[config.mk]
export PLATFORM = sky130hd
export DESIGN_NAME = ps2_keyboard_rx
export DESIGN_NICKNAME = d
export VERILOG_FILES = /design/src/rtl/ps2_keyboard_rx.sv
export SDC_FILE = /design/constraint.sdc
export NUM_CORES = 1
export LEC_CHECK = 0
export ABC_AREA = 1
export BUFFER_PORTS_ARGS = -buffer_cell sky130_fd_sc_hd__clkbuf_2
export CORE_MARGIN = 4
export CORE_UTILIZATION = 55
export DETAILED_ROUTE_END_ITERATION = 7
export PLACE_DENSITY = 0.73
export SYNTH_ARGS = -nofsm -noshare
export SYNTH_HDL_FRONTEND = slang
export SYNTH_SLANG_ARGS = --single-unit
[constraint.sdc]
create_clock -name clock -period 3.09 [get_ports clock]
set_input_delay 0.309 -clock clock [delete_from_list [all_inputs] [get_ports clock]]
set_output_delay 0.309 -clock clock [all_outputs]
set_load 0.01 [all_outputs]
[src/rtl/ps2_keyboard_rx.sv]
// PS/2 device-to-host receiver: sync + glitch filter on ps2_clock, 11-bit frame decode, odd parity, timeout.
// Latency: strobe/error pulse one cycle after the filtered falling edge of the stop bit (plus sync + DEBOUNCE).
// Backpressure: none; the core must take ps2_out on the strobe. Optional macro PS2_BREAK_FILTER_EN drops break codes.
module ps2_keyboard_rx #(
    parameter int SYNC_STAGES    = 2,
    parameter int DEBOUNCE       = 4,
    parameter int TIMEOUT_CYCLES = 50000
) (
    input  logic       clock,
    input  logic       reset,
    input  logic       ps2_clock,
    input  logic       ps2_data,
    output logic       ps2_key_pressed,
    output logic [7:0] ps2_out,
    output logic       parity_err,
    output logic       frame_err,
    output logic       rx_busy
);

    localparam int DEB_W = $clog2(DEBOUNCE + 1);
    localparam int TO_W  = $clog2(TIMEOUT_CYCLES + 1);
    localparam logic [DEB_W-1:0] DEB_MAX = DEB_W'(DEBOUNCE - 1);
    localparam logic [TO_W-1:0]  TO_MAX  = TO_W'(TIMEOUT_CYCLES - 1);

    typedef enum logic [1:0] {
        IDLE   = 2'd0,
        DATA   = 2'd1,
        PARITY = 2'd2,
        STOP   = 2'd3
    } state_t;

    logic [SYNC_STAGES-1:0] clk_sync;
    logic [SYNC_STAGES-1:0] dat_sync;
    logic                   clk_s;
    logic                   data_s;
    logic [DEB_W-1:0]       deb_cnt;
    logic                   filt_clk;
    logic                   filt_clk_d;
    logic                   fall;
    logic [TO_W-1:0]        to_cnt;

    state_t     state, state_n;
    logic [2:0] bit_cnt, bit_cnt_n;
    logic [7:0] shift_q, shift_n;
    logic       par_q, par_n;
    logic [7:0] out_n;
    logic       key_n, perr_n, ferr_n;

`ifdef PS2_BREAK_FILTER_EN
    logic break_pending, brk_n;
`endif

    assign clk_s  = clk_sync[SYNC_STAGES-1];
    assign data_s = dat_sync[SYNC_STAGES-1];
    assign fall   = filt_clk_d & ~filt_clk;

    always_ff @(posedge clock or negedge reset) begin
        if (!reset) begin
            clk_sync <= '1;
            dat_sync <= '1;
        end else begin
            clk_sync <= {clk_sync[SYNC_STAGES-2:0], ps2_clock};
            dat_sync <= {dat_sync[SYNC_STAGES-2:0], ps2_data};
        end
    end

    // filt_clk moves only on the DEBOUNCE-th consecutive differing sample
    always_ff @(posedge clock or negedge reset) begin
        if (!reset) begin
            deb_cnt    <= '0;
            filt_clk   <= 1'b1;
            filt_clk_d <= 1'b1;
        end else begin
            filt_clk_d <= filt_clk;
            if (clk_s == filt_clk) begin
                deb_cnt <= '0;
            end else if (deb_cnt == DEB_MAX) begin
                deb_cnt  <= '0;
                filt_clk <= clk_s;
            end else begin
                deb_cnt <= deb_cnt + 1'b1;
            end
        end
    end

    always_ff @(posedge clock or negedge reset) begin
        if (!reset) begin
            to_cnt <= '0;
        end else if (fall || state == IDLE) begin
            to_cnt <= '0;
        end else begin
            to_cnt <= to_cnt + 1'b1;
        end
    end

    always_ff @(posedge clock or negedge reset) begin
        if (!reset) begin
            state           <= IDLE;
            bit_cnt         <= '0;
            shift_q         <= '0;
            par_q           <= 1'b0;
            ps2_out         <= 8'h00;
            ps2_key_pressed <= 1'b0;
            parity_err      <= 1'b0;
            frame_err       <= 1'b0;
        end else begin
            state           <= state_n;
            bit_cnt         <= bit_cnt_n;
            shift_q         <= shift_n;
            par_q           <= par_n;
            ps2_out         <= out_n;
            ps2_key_pressed <= key_n;
            parity_err      <= perr_n;
            frame_err       <= ferr_n;
        end
    end

`ifdef PS2_BREAK_FILTER_EN
    always_ff @(posedge clock or negedge reset) begin
        if (!reset) begin
            break_pending <= 1'b0;
        end else begin
            break_pending <= brk_n;
        end
    end
`endif

    always_comb begin
        state_n   = state;
        bit_cnt_n = bit_cnt;
        shift_n   = shift_q;
        par_n     = par_q;
        out_n     = ps2_out;
        key_n     = 1'b0;
        perr_n    = 1'b0;
        ferr_n    = 1'b0;
`ifdef PS2_BREAK_FILTER_EN
        brk_n     = break_pending;
`endif
        if (fall) begin
            case (state)
                IDLE: begin
                    if (!data_s) begin
                        state_n   = DATA;
                        bit_cnt_n = '0;
                    end
                end
                DATA: begin
                    shift_n = {data_s, shift_q[7:1]};
                    if (bit_cnt == 3'd7) begin
                        state_n = PARITY;
                    end else begin
                        bit_cnt_n = bit_cnt + 1'b1;
                    end
                end
                PARITY: begin
                    par_n   = data_s;
                    state_n = STOP;
                end
                STOP: begin
                    state_n = IDLE;
                    if (!data_s) begin
                        ferr_n = 1'b1;
                    end else if (^{shift_q, par_q}) begin
`ifdef PS2_BREAK_FILTER_EN
                        // F0 arms the filter; the byte after it is its break code and is swallowed
                        if (shift_q == 8'hF0) begin
                            brk_n = 1'b1;
                        end else if (shift_q != 8'hE0) begin
                            if (break_pending) begin
                                brk_n = 1'b0;
                            end else begin
                                out_n = shift_q;
                                key_n = 1'b1;
                            end
                        end
`else
                        out_n = shift_q;
                        key_n = 1'b1;
`endif
                    end else begin
                        perr_n = 1'b1;
                    end
                end
                default: state_n = IDLE;
            endcase
        end else if (state != IDLE && to_cnt == TO_MAX) begin
            state_n = IDLE;
            ferr_n  = 1'b1;
        end
    end

    assign rx_busy = (state != IDLE);

endmodule

==> impl_metrics.tcl <==
set metrics [dict create \
    portBuffers 15 \
    setup-violations-final 0 \
    yosys_warnings 0 \
    synthTopCellsByArea "dfrtp_1 46%, nand2_1 12%, dfstp_2 6.5%" \
    clkSlewWorstSetupHoldPaths_ps 90 \
    synth_most_common_cell "nand2_1" \
    rsz0062_at_grt "false" \
    async_flop_share_pct 100 \
    startpoint_type "register" \
    first_pass_iters 4 \
    skew_ps 5.03 \
    fillerInstances 373 \
    drc 0 \
    tightestPinTransition_ps 786 \
    criticalPathCategory "register to output port" \
    synth_ff_type "dfrtp_1" \
    syn_to_final_growth_pct 9.66 \
    arrival_ps 1370 \
    finalMaxSlewViolations 0 \
    numCtsBuffers 5 \
    slowest_stage "dfrtp_1" \
    r2r_cells 7 \
    multiInputGateArea_um2 996 \
    die_h_um 74.2 \
    synth_cell_types 31 \
    first_iter_violations 66 \
    cts_max_level 2 \
    slew_headroom_pct 47.6 \
    fin_crit_ps 1680 \
    place_congestion 0.792 \
    netlist_top_cells_count "79 x nand2_1, 44 x dfrtp_1, 35 x inv_1" \
    crit_required_ps 2780 \
    cts-root-buf "clkbuf_8" \
    fin_crit_sh_pct 54.4 \
    hold_path.class "input port to asynchronous set/reset pin" \
    crit_chain "inv_1, ha_1, inv_1, clkbuf_2" \
    grt_max_degree 34 \
    rows 23 \
    end_kind "output port" \
    r2r_start "filt_clk_d$_DFF_PN1_" \
    io-pin-count 16 \
    grt_pass1_vias 1720 \
    grt_pass1_wl_um 7330 \
    ant_nets 0 \
    cts_resized 0 \
    endpoint "rx_busy" \
    ctsHoldBuffers 0 \
    status "completed" \
    synth_top_area_share_pct 45.7 \
    yosysSeqAreaShare_pct 52.3 \
    drive_gt1_share_pct 16.6 \
    synthCells 279 \
    nets 314 \
    seqCellArea_um2 1260 \
    cts_buffer_depth 2 \
    power_density_nw_per_um2 738 \
    cts_sinks 50 \
    cts_tree "built" \
    worstSkewPairLatency_ps 300 \
    grt.overflow.total 0 \
    critical_path_buf_inv_count 3 \
    ir_worst_vdd_v 0.000427 \
    crit_start "state[0]$_DFFE_PN0P_" \
    synth_area_leader_cell "dfrtp_1" \
    die_w_um 74.2 \
    fp.coreArea_um2 4120 \
    synth_nets 292 \
    antenna_found_initial 0 \
    worstSetupPathDepth 4 \
    path_max_fanout 4 \
    synth.ff_latch_count 50 \
    syn_area_per_cell_um2 8.63 \
    die_area_um2 5500 \
    max_stage_delay_ps 430 \
    dp_hpwl_um 2970 \
    post-cts-setup-buffers 0 \
    tns_ps 0 \
    reg2reg_slack_ps 1490 \
    start_util_pct 58.5 \
    worstReg2RegEnd "ps2_out[5]$_DFFE_PN0P_" \
    avgViaCountPerCell 5.04 \
    drt_wl_total_um 3970 \
    grt_usage_pct 17.5 \
    wire_per_inst_um 11.3 \
    finalPower_mw 1.95 \
    path_delay_family "flip-flops" \
    achievable-frequency_mhz 595 \
    crit_top_cell "inv_1" \
    vias 1775 \
    maxCapViolations 0 \
    cellLeakagePower_nw 1.35 \
    finalHoldViolations 0 \
    synth_edf_count 0 \
    antennaDiodeCount 0 \
    synth_area_um2 2410 \
]
## worst min-delay path by stage
stage,cells past startpoint,slack [ps],from,to
after floorplan,0,10,reset,bit_cnt[0]$_DFFE_PN0P_
after detailed placement,0,350,dat_sync[0]$_DFF_PN1_,dat_sync[1]$_DFF_PN1_
after CTS,1,70,ps2_data,dat_sync[0]$_DFF_PN1_
after global routing,1,70,ps2_data,dat_sync[0]$_DFF_PN1_
after global placement,0,350,dat_sync[0]$_DFF_PN1_,dat_sync[1]$_DFF_PN1_
final,1,70,reset,to_cnt[3]$_DFF_PN0_
## cell type report
type	instances	area share [%]
Clock buffer	7	3.27
Clock inverter	1	0.189
Inverter	40	5.68
Multi-Input combinational cell	188	37.7
Sequential cell	50	47.7
Tap cell	50	2.37
Timing Repair Buffer	16	3.13
## stage by stage
stage / worst slack, ps / util (%) / instances / hold WS (ps) / area (µm²)
floorplan: 1650 / - / 279 / 13.4 / 2410
global placement: 1510 / 62.0 / 344 / 346 / 2550
detailed placement: 1490 / 62.0 / 344 / 348 / 2550
CTS: 1400 / 64.2 / 352 / 67.4 / 2640
global route: 1290 / 64.2 / 352 / 72.8 / 2640
finish: 1410 / 64.2 / 352 / 72.3 / 2640
## power by group
part | total (mW) | switching (mW) | internal (mW) | leakage (nW)
Combinational | 0.680 | 0.451 | 0.229 | 0.640
Sequential | 0.882 | 0.103 | 0.779 | 0.664
Clock | 0.388 | 0.207 | 0.181 | 0.0482
## cell families (layout without fill, tap and decap cells)
group	Yosys count	count (layout)	synth area share (%)
simple gates	144	144	28.2
buf+inv	41	64	6.39
flops	50	50	52.3
mux	1	1	0.467
fa+ha+maj	9	9	4.68
xor+xnor	2	2	0.727
compound gates	32	32	7.33
## sequential cells by signal, summed over array words and instances (netlist names), 2 cells and up
register and flops:
clk_sync 2, dat_sync 2, state 2, bit_cnt 3, shift_q 8, to_cnt 16, deb_cnt 3, ps2_out 8
## metal layers
metal	track usage [%]	share of wire (%)	up-vias
met1	21.9	48	813
met2	29.1	46	27
met4	6.84	1.7	0
met3	4.46	4.4	6
met5	0	0	-
li1	-	-	929
## cells in the final DEF (no fill, tap or decap)
master / instances
nor2_4: 4
nor3b_1: 2
nor2_2: 1
inv_1: 35
inv_2: 5
nand4_1: 1
mux2_2: 1
or2_2: 1
buf_4: 1
nand2_2: 3
a21oi_1: 10
o21ai_1: 4
clkbuf_8: 6
nor3_4: 1
dfrtp_1: 44
dfstp_2: 6
ha_1: 9
nand2_4: 1
a21oi_2: 1
clkbuf_2: 15
clkbuf_1: 1
clkinv_2: 1
nand2_1: 79
nor2_1: 18
nor3_1: 7
o21ai_0: 14
xor2_1: 1
nand3_1: 22
a32o_1: 2
nor4_1: 1
xnor2_1: 1
nor3_2: 1
o31ai_1: 1
nand3_4: 1
nand3_2: 1
No activity file was read; power rests on OpenSTA's default activity.
